## config.mk

```make
export PLATFORM = sky130hd
export DESIGN_NAME = tiletest_led_sequencer
export DESIGN_NICKNAME = d
export VERILOG_FILES = /design/src/rtl/tiletest_led_sequencer.sv
export SDC_FILE = /design/constraint.sdc
export NUM_CORES = 1
export LEC_CHECK = 0
export ABC_AREA = 0
export BUFFER_PORTS_ARGS = -buffer_cell sky130_fd_sc_hd__buf_4
export CAP_MARGIN = 20
export CELL_PAD_IN_SITES_DETAIL_PLACEMENT = 2
export CELL_PAD_IN_SITES_GLOBAL_PLACEMENT = 2
export CORE_MARGIN = 3
export CORE_UTILIZATION = 36
export CTS_CLUSTER_SIZE = 20
export DETAILED_ROUTE_END_ITERATION = 6
export GPL_ROUTABILITY_DRIVEN = 0
export GPL_TIMING_DRIVEN = 0
export PLACE_DENSITY_LB_ADDON = 0.1
export SLEW_MARGIN = 20
export SYNTH_ARGS = -nofsm -noshare
export SYNTH_HDL_FRONTEND = slang
export SYNTH_SLANG_ARGS = --single-unit
```

## constraint.sdc

```tcl
create_clock -name sys_clk -period 2.5 [get_ports sys_clk]
set_input_delay 0.625 -clock sys_clk [delete_from_list [all_inputs] [get_ports sys_clk]]
set_output_delay 0.625 -clock sys_clk [all_outputs]
set_load 0.03 [all_outputs]
```

## src/rtl/tiletest_led_sequencer.sv

```systemverilog
// rtl/tiletest_led_sequencer.sv - blinks the error code of one requester at a time, round-robin, with heartbeat when idle
// Build macro TILETEST_LED_STICKY_EN: requests latch until their code has been shown (or clear is pulsed).

module tiletest_led_sequencer #(
  parameter int NREQ      = 4,
  parameter int TICK_LEN  = 4000000,
  parameter int GAP_TICKS = 8
) (
  input  logic                    sys_clk,
  input  logic                    sys_rst_n,
  input  logic                    heartbeat_in,
  input  logic [NREQ-1:0]         req_valid,
  input  logic [3*NREQ-1:0]       req_code,
  input  logic                    clear,
  output logic                    led,
  output logic [$clog2(NREQ)-1:0] active_req,
  output logic                    busy,
  output logic                    code_done
);

  localparam int IDX_W  = $clog2(NREQ);
  localparam int TICK_W = (TICK_LEN > 1) ? $clog2(TICK_LEN) : 1;
  localparam int GAP_W  = (GAP_TICKS > 1) ? $clog2(GAP_TICKS) : 1;

  typedef enum logic [2:0] {
    S_IDLE,
    S_PICK,
    S_ON,
    S_OFF,
    S_GAP
  } state_t;

  state_t             state_q;
  state_t             state_d;
  logic [TICK_W-1:0]  tick_q;
  logic [GAP_W-1:0]   gap_q;
  logic [2:0]         blink_q;
  logic [IDX_W-1:0]   last_served;
  logic [NREQ-1:0]    src_valid;
  logic [3*NREQ-1:0]  src_code;
  logic [NREQ-1:0]    pend;
  logic               pick_found;
  logic [IDX_W-1:0]   pick_idx;
  logic [2:0]         pick_code;
  logic               tick_end;
  logic               gap_last;
  logic               seq_done;
  logic               in_phase;

`ifdef TILETEST_LED_STICKY_EN
  logic [NREQ-1:0]   sticky_flag;
  logic [3*NREQ-1:0] sticky_code;

  // clear beats a same-cycle set; a fresh set beats the completion clear of the same requester
  always_ff @(posedge sys_clk or negedge sys_rst_n) begin
    if (!sys_rst_n) begin
      sticky_flag <= '0;
      sticky_code <= '0;
    end else if (clear) begin
      sticky_flag <= '0;
    end else begin
      for (int i = 0; i < NREQ; i++) begin
        if (req_valid[i] && (req_code[3*i +: 3] != 3'd0)) begin
          sticky_flag[i]         <= 1'b1;
          sticky_code[3*i +: 3]  <= req_code[3*i +: 3];
        end else if (seq_done && (active_req == IDX_W'(i))) begin
          sticky_flag[i] <= 1'b0;
        end
      end
    end
  end

  assign src_valid = sticky_flag;
  assign src_code  = sticky_code;
`else
  logic unused_clear;

  assign unused_clear = clear;
  assign src_valid    = req_valid;
  assign src_code     = req_code;
`endif

  always_comb begin
    pend = '0;
    for (int i = 0; i < NREQ; i++) begin
      pend[i] = src_valid[i] && (src_code[3*i +: 3] != 3'd0);
    end
  end

  // Round-robin: first look above last_served, then wrap to the bottom.
  always_comb begin
    pick_found = 1'b0;
    pick_idx   = '0;
    pick_code  = '0;
    for (int i = 0; i < NREQ; i++) begin
      if (!pick_found && pend[i] && (i > int'(last_served))) begin
        pick_found = 1'b1;
        pick_idx   = IDX_W'(i);
        pick_code  = src_code[3*i +: 3];
      end
    end
    for (int i = 0; i < NREQ; i++) begin
      if (!pick_found && pend[i] && (i <= int'(last_served))) begin
        pick_found = 1'b1;
        pick_idx   = IDX_W'(i);
        pick_code  = src_code[3*i +: 3];
      end
    end
  end

  assign in_phase = (state_q == S_ON) || (state_q == S_OFF) || (state_q == S_GAP);
  assign tick_end = in_phase && (tick_q == TICK_W'(TICK_LEN - 1));
  assign gap_last = (gap_q == GAP_W'(GAP_TICKS - 1));
  assign seq_done = (state_q == S_GAP) && tick_end && gap_last;
  assign busy     = (state_q != S_IDLE);

  always_ff @(posedge sys_clk or negedge sys_rst_n) begin
    if (!sys_rst_n) begin
      state_q <= S_IDLE;
    end else begin
      state_q <= state_d;
    end
  end

  always_comb begin
    state_d = state_q;
    case (state_q)
      S_IDLE: if (|pend) state_d = S_PICK;
      S_PICK: state_d = pick_found ? S_ON : S_IDLE;
      S_ON:   if (tick_end) state_d = S_OFF;
      S_OFF:  if (tick_end) state_d = (blink_q > 3'd1) ? S_ON : S_GAP;
      S_GAP:  if (seq_done) state_d = S_PICK;
      default: state_d = S_IDLE;
    endcase
  end

  // led is decoded from the next state so it changes on the same edge as the FSM.
  always_ff @(posedge sys_clk or negedge sys_rst_n) begin
    if (!sys_rst_n) begin
      tick_q      <= '0;
      gap_q       <= '0;
      blink_q     <= '0;
      active_req  <= '0;
      last_served <= IDX_W'(NREQ - 1);
      led         <= 1'b0;
      code_done   <= 1'b0;
    end else begin
      code_done <= seq_done;

      if (state_d == S_ON) begin
        led <= 1'b1;
      end else if (state_d == S_IDLE) begin
        led <= heartbeat_in;
      end else begin
        led <= 1'b0;
      end

      if (in_phase && !tick_end) begin
        tick_q <= tick_q + TICK_W'(1);
      end else begin
        tick_q <= '0;
      end

      if ((state_q == S_PICK) && pick_found) begin
        active_req <= pick_idx;
        blink_q    <= pick_code;
        gap_q      <= '0;
      end

      if ((state_q == S_OFF) && tick_end) begin
        blink_q <= blink_q - 3'd1;
      end

      if ((state_q == S_GAP) && tick_end) begin
        gap_q <= gap_last ? '0 : gap_q + GAP_W'(1);
      end

      if (seq_done) begin
        last_served <= active_req;
      end
    end
  end

endmodule

```

==> results.cfg, run 1 <==
[clock_tree]
numCtsBuffers = 5
root_buffer = clkbuf_8
clk_path_buf_depth = 2
cts_htree_levels = 2
cts.sinks = 37
clkTransAtPathRegs_ns = 0.08
hold_buffers = 0
clk_latency_ns = 0.30
tritoncts = yes

[global_routing]
first_global_vias = 2304
antenna_found_initial = 0
overflow = 0
grt_use_met2_pct = 36.79
grt_util_all_layers_pct = 20.45
gr-usage-met1_pct = 24.76
grt_first_pass_wirelength_um = 11680
top_usage_layer = met2
global_route.usage.met3_pct = 3.362
grt_max_degree = 38

[power]
leakagePower_uw = 0.001163
total_power_uw = 1298
ir_drop_mv = 0.3207
power.density_nw_per_um2 = 484.1

[floorplan]
die-area_um2 = 7309
num_rows = 28
initial_core_util_pct = 37.75
die_h_um = 85.49
fp.coreArea_um2 = 6026
fp.dieW_um = 85.49
io_pins = 25

[final_layout]
antennaDiodeCount = 0
final_layout_size_suffix_gt1_share_pct = 16.90
final_area_um2 = 2681
nNetsFinal = 308
synthToLayoutAreaGrowth_pct = 17.88

[setup_path]
worstPathRequired_ns = 2.73
crit_path_start_kind = register
cp_top_family = simple AND/OR/NAND/NOR gates
endpoint_kind = register
critPathArrivalTime_ns = 2.64
path_cells = or4b_4 -> or4_4 -> nor3_4 -> nand2_2 -> mux2_4
slowest_delay_ns = 0.57
worstPathMaxFanout = 6
crit_type = register to register
ff2ff_setup_slack_ns = 0.09
cp_slowest_cell = or4b_4
cp_num_buf_inv = 0

[yosys]
synth.most_common_cell = nor2_1
syn_inst = 252
yosysTopAreaCellShare_pct = 38.50
synth_fp_nets = 277
ys_seq_area_share_pct = 40.81
syn_area_um2 = 2275
synth_edf_count = 0
ys_ff_latch = 37
synth_warnings = 0
yosysTopAreaCell = dfrtp_1
async_reset_ff_share_pct = 100.0
synthTopCellsByArea = dfrtp_1 (39%), nor2_1 (6.6%), xnor2_1 (5.4%)
synth_flop_cell = dfrtp_1
synthDistinctLibCells = 57
synth_common_cells = nor2_1 (40), dfrtp_1 (35), nand2_1 (17), xnor2_1 (14)
avgSynthCellArea_um2 = 9.027

[timing]
rsz0062_at_grt = no
setup_viol = 0
slew_violations = 0
maxSlewHeadroom_pct = 48.22
fin_skew_ns = 0.008931
finalCritPeriodShare_pct = 96.33
worst_pin_slew_ns = 0.7702
hold_ws_ns = 0.2834
fmax_mhz = 415.2
postLayoutSetupSlackWorst_ns = 0.09165
final.min_clock_period_ns = 2.408
fin_tns_setup_ns = 0
hold_viol = 0

[detailed_routing]
vias = 2080
viasPerCell = 5.794
detail_route.wl_per_cell_um = 19.15
dr.pass1.iters = 4
ant_nets = 0
initialDrtViolationCount = 71
drc = 0
wl_um = 6875

[placement]
dp_hpwl_um = 5207
dpl_cell_area_um2 = 2541
post-place-ws_ns = -0.1673
port-buffer-count = 23

[status]
status = finished, final reports clean

[flow_run]
maxCapViolCount = 0

[worst_hold_path]
hold_path_class = input pin to async pin
==> registers in the layout, indices dropped and copies added, names as in the netlist <==
name         cells
active_req       2
blink_q          3
code_done        1
gap_q            3
last_served      2
led              1
state_q          3
tick_q          22
==> layout by cell type (no fill, tap or decap), types with 3 or more instances in the layout <==
master,Yosys,layout
a21oi_1,4,4
a22o_1,3,3
a31oi_1,4,4
and2_1,3,3
and3_1,4,4
buf_4,0,24
clkbuf_1,3,4
clkbuf_8,0,6
dfrtp_1,35,35
ha_1,5,5
inv_1,9,9
nand2_1,17,17
nand3_1,13,13
nand4_1,3,3
nor2_1,40,40
nor2b_1,4,4
nor3_1,13,13
nor4_1,6,6
o2111ai_1,4,4
o21ai_0,7,7
o31ai_1,5,5
or3_1,4,4
xnor2_1,14,14
xor2_1,4,4
==> logic make-up after synthesis <==
kind of cell,count (synthesis),share of synthesized area (%)
xor gates and xnor gates,18,6.931
DFF,37,40.81
AOI/OAI and AO/OA,52,16.94
and+or+nand+nor,123,28.33
muxes,3,1.815
buffers and inverters,14,2.420
adders and majority gates,5,2.750
==> worst paths after layout <==
check / end / from / depth (start not counted)
worst max-delay path: last_served[1] / tick_q[10] / 5
worst min-delay path: code_done / sys_rst_n / 1
worst max register to register: last_served[1] / tick_q[10] / 5
worst min register to register: tick_q[0] / tick_q[0] / 1
max in group asynchronous: tick_q[5] / sys_rst_n / 1
min in group sys_clk: tick_q[0] / tick_q[0] / 1
==> area by class of cell <==
cell class	instances	area (um^2)
inverter	9	33.78
clock inverter	1	30.03
tap	75	93.84
fill	701	3344
multi-input combinational	201	1308
sequential	37	928.4
buffer	5	21.27
clock buffer	7	86.33
timing repair buffer	24	180.2
==> power by group <==
group	leakage, uW	internal, uW	switching, uW
clock network	0.0000585	326	236
logic	0.000633	49.8	75.4
registers	0.000472	606	5.79
==> per-layer routing <==
| layer | part of all wire, % | wire length [um] |
|---|---|---|
| met5 | 0 | 0 |
| met4 | 1.5 | 100 |
| met3 | 2.6 | 176 |
| met2 | 53 | 3621 |
| met1 | 43 | 2977 |
==> through the flow <==
step                utilization (%)  cells
finish                        44.50    359
global route                  44.50    359
floorplan                         -    252
CTS                           44.25    358
global placement              42.17    350
detailed placement            42.17    350
==> what timing repair did <==
| action | 4_1_cts | 5_1_grt |
|---|---|---|
| pin swaps | 0 | 1 |
| resized for setup | 1 | 1 |
| hold endpoints to repair | 0 | 0 |
| setup endpoints to repair | 1 | 28 |
| setup buffers | 0 | 1 |
No activity file was read; power rests on OpenSTA's default activity.
==> run 2, diff against run 1 <==
Clock period 2.5 ns to 2.6 ns, I/O delays scaled along.
==> results.cfg, run 2 (same netlist as run 1, synthesis figures left out) <==
[detailed_routing]
wl_um = 6885
viasPerCell = 5.846
ant_nets = 0
vias = 2093
drc = 0
detail_route.wl_per_cell_um = 19.23
dr.pass1.iters = 4
initialDrtViolationCount = 70

[worst_hold_path]
hold_path_class = input pin to async pin

[final_layout]
nNetsFinal = 307
synthToLayoutAreaGrowth_pct = 17.55
fill_cells = 701
layout_commonest_cell = nor2_1
antennaDiodeCount = 0
mostFrequentLayoutCells = nor2_1 (40), dfrtp_1 (35), buf_4 (23)
final_layout_size_suffix_gt1_share_pct = 16.61
largest_reg_flops = 22
seq_area_um2 = 928.4
top_register = tick_q
multi_input_area_um2 = 1308

[setup_path]
endpoint_kind = register
critPathArrivalTime_ns = 2.66
crit_type = register to register
crit_path_start_kind = register
worstPathMaxFanout = 6
worstPathRequired_ns = 2.83

[clock_tree]
root_buffer = clkbuf_8
tritoncts = yes
clk_path_buf_depth = 2
numCtsBuffers = 5
cts_htree_levels = 2
clk_latency_ns = 0.30
hold_buffers = 0
cts.sinks = 37
clkTransAtPathRegs_ns = 0.08

[timing]
slew_violations = 0
maxSlewHeadroom_pct = 48.54
finalCritPeriodShare_pct = 93.61
hold_viol = 0
fmax_mhz = 410.8
postLayoutSetupSlackWorst_ns = 0.1660
worst_pin_slew_ns = 0.7654
setup_viol = 0
rsz0062_at_grt = yes
final.min_clock_period_ns = 2.434
fin_skew_ns = 0.007190
hold_ws_ns = 0.3147

[floorplan]
fp.coreArea_um2 = 6026
num_rows = 28
die-area_um2 = 7309
fp.dieW_um = 85.49
io_pins = 25
die_h_um = 85.49
initial_core_util_pct = 37.75

[placement]
dp_hpwl_um = 5207
port-buffer-count = 23
post-place-ws_ns = -0.09234

[power]
power.density_nw_per_um2 = 466.3
ir_drop_mv = 0.3095
leakagePower_uw = 0.001158

[global_routing]
grt_first_pass_wirelength_um = 11670
overflow = 0
first_global_vias = 2304
antenna_found_initial = 0
grt_util_all_layers_pct = 20.43
grt_max_degree = 38

[status]
status = finished, final reports clean

[flow_run]
maxCapViolCount = 0
## run 2: power by group
| part | switching (uW) | internal (uW) | leakage (uW) |
|---|---|---|---|
| Sequential | 5.56 | 582 | 0.000472 |
| Clock | 225 | 313 | 0.0000585 |
| Combinational | 72.8 | 47.8 | 0.000628 |
| Total | 304 | 943 | 0.00116 |
## run 2: cell type report
type                    count  share of cell area (%)
multi-input cells         201                   48.90
inverters                   9                   1.263
flip-flops and latches     37                   34.72
well taps                  75                   3.510
repair buffers             23                   6.458
clock inverters             1                   1.123
plain buffers               5                  0.7955
clock buffers               7                   3.229
## run 2: critical path, cell delays in order (launching register included)
cell and delay, ns:
dfrtp_1 0.40, ha_1 0.24, nand4_1 0.35, or4_4 0.63, nor3_4 0.30, nand2_2 0.14
mux2_4 0.31
## run 2: per-layer routing
metal	routed length (um)	up-vias	share of wire [%]	global-route usage, %
li1	-	994	-	-
met1	3020	1072	44	24.76
met2	3608	21	52	36.72
met3	168	6	2.4	3.362
met4	87	0	1.3	6.763
met5	0	-	0	0
## run 2: stage by stage
stage,cells,setup TNS (ns),util [%],total power (uW),cell area (um^2)
floorplan,252,0,-,653.6,2275
global placement,350,-0.1501,42.17,717.7,2541
detailed placement,350,-0.1675,42.17,721.1,2541
CTS,358,0,44.10,1269,2658
global route,358,-0.05313,44.37,1310,2674
finish,358,0,44.37,1247,2674
## run 2: repair_timing
action,in CTS,in global routing
setup endpoints to repair,0,3
hold endpoints to repair,0,0
setup buffers,0,0
gates resized for setup,0,2
## run 2: worst paths after layout
| check | from | endpoint | slack (ns) | depth (start not counted) |
|---|---|---|---|---|
| worst max-delay path | tick_q[0] | last_served[1] | 0.17 | 6 |
| worst min-delay path | sys_rst_n | code_done | 0.31 | 1 |
| worst max register to register | tick_q[0] | last_served[1] | 0.17 | 6 |
| worst min register to register | tick_q[0] | tick_q[0] | 0.50 | 1 |
| max in group asynchronous | sys_rst_n | blink_q[1] | 1.92 | 1 |
| min in group sys_clk | tick_q[0] | tick_q[0] | 0.50 | 1 |
==> run 3, diff against run 2 <==
Settings changed: ABC_CLOCK_PERIOD_IN_PS from default to 2600, CAP_MARGIN 20 to 30, REMOVE_ABC_BUFFERS from default to 1.
==> results.cfg, run 3 (same netlist as run 1, synthesis figures left out) <==
[final_layout]
nNetsFinal = 305
mostFrequentLayoutCells = nor2_1 (40), dfrtp_1 (35), buf_4 (23)
antennaDiodeCount = 0
final_layout_size_suffix_gt1_share_pct = 17.79
layout_commonest_cell = nor2_1
largest_reg_flops = 22
top_register = tick_q
synthToLayoutAreaGrowth_pct = 16.78

[setup_path]
path_cells = or4b_4 -> or4_4 -> nor3_4 -> nand2_2 -> mux2_4
cp_num_buf_inv = 0
cp_top_family = simple AND/OR/NAND/NOR gates
cp_slowest_cell = or4b_4
crit_path_start_kind = register
critPathArrivalTime_ns = 2.65
slowest_delay_ns = 0.58
crit_type = register to register
worstPathMaxFanout = 6
endpoint_kind = register
worstPathRequired_ns = 2.82

[detailed_routing]
detail_route.wl_per_cell_um = 18.34
initialDrtViolationCount = 116
vias = 2049
drc = 0
dr.pass1.iters = 4
viasPerCell = 5.756
wl_um = 6529
ant_nets = 0

[global_routing]
first_global_vias = 2222
grt_first_pass_wirelength_um = 11390
antenna_found_initial = 0
overflow = 0
grt_util_all_layers_pct = 19.63
grt_max_degree = 38

[clock_tree]
clkTransAtPathRegs_ns = 0.08
root_buffer = clkbuf_8
cts_htree_levels = 2
clk_path_buf_depth = 2
numCtsBuffers = 5
cts.sinks = 37
tritoncts = yes
cts_setup_buffers = 0
clk_latency_ns = 0.29

[power]
power.density_nw_per_um2 = 418.0
ir_drop_mv = 0.2506
total_power_uw = 1110
leakagePower_uw = 0.001147

[floorplan]
num_rows = 28
fp.coreArea_um2 = 6026
die-area_um2 = 7309
die_h_um = 85.49
initial_core_util_pct = 37.75
io_pins = 25
fp.dieW_um = 85.49

[timing]
worst_pin_slew_ns = 0.7309
setup_viol = 0
hold_viol = 0
rsz0062_at_grt = no
fin_tns_setup_ns = 0
slew_violations = 0
hold_ws_ns = 0.3147
maxSlewHeadroom_pct = 50.86
fmax_mhz = 411.7
finalCritPeriodShare_pct = 93.43
fin_skew_ns = 0.007691
final.min_clock_period_ns = 2.429

[placement]
port-buffer-count = 23
dp_hpwl_um = 4976

[flow_run]
maxCapViolCount = 0

[status]
status = finished, final reports clean

[worst_hold_path]
hold_path_class = input pin to async pin
==> run 3: cell count changes in the layout (fill, tap and decap cells not counted), sizes merged <==
| cell | change |
|---|---|
| clkbuf | -3 |
| clkinv | +2 |
| bufinv | -1 |
==> run 3: layer usage <==
metal / global-route usage (%) / routed length, um / vias to the layer above
met4: 4.029 / 46 / 0
met2: 31.00 / 3045 / 26
met5: 0 / 0 / -
li1: - / - / 989
met1: 28.12 / 3215 / 1030
met3: 3.746 / 221 / 4
==> run 3: power breakdown <==
part / switching, uW / total, uW / internal [uW]
logic: 72.7 / 121 / 48.3
registers: 5.82 / 588 / 582
clock network: 215 / 401 / 186
total: 294 / 1110 / 817
==> run 3: worst reg2reg max path, stage by stage, from the launching register on <==
cell and delay [ns]:
dfrtp_1 0.45, or4b_4 0.58, or4_4 0.58, nor3_4 0.30
nand2_2 0.14, mux2_4 0.31
==> run 3: final cells by class <==
type,instances,area [um^2]
flip-flops and latches,37,928.4
repair buffers,26,193.9
well taps,75,93.84
fillers,690,3369
inverters,9,33.78
clock inverters,2,10.01
multi-input cells,201,1324
clock buffers,6,72.57
==> run 3: metrics by stage <==
stage | area [um^2] | cells | setup WS (ns) | util [%]
finish | 2656 | 356 | 0.1708 | 44.08
global placement | 2520 | 345 | -0.6484 | 41.82
CTS | 2625 | 355 | 0.08424 | 43.56
floorplan | 2253 | 247 | 0.04239 | -
detailed placement | 2542 | 347 | -0.1630 | 42.19
global route | 2656 | 356 | 0.02057 | 44.08
==> run 3: repair_timing <==
item,in CTS,in global routing
hold buffers,0,0
setup endpoints to repair,0,14
gates resized for setup,0,4
==> run 3: path summary, 6_finish.rpt <==
| check | startpoint | end | slack [ns] | depth (start not counted) |
|---|---|---|---|---|
| min in group sys_clk | tick_q[0] | tick_q[0] | 0.49 | 1 |
| max in group asynchronous | sys_rst_n | last_served[0] | 1.92 | 1 |
| hold / removal | sys_rst_n | state_q[2] | 0.31 | 1 |
| setup / recovery | tick_q[10] | last_served[1] | 0.17 | 5 |
| setup reg to reg | tick_q[10] | last_served[1] | 0.17 | 5 |
| hold reg to reg | tick_q[0] | tick_q[0] | 0.49 | 1 |
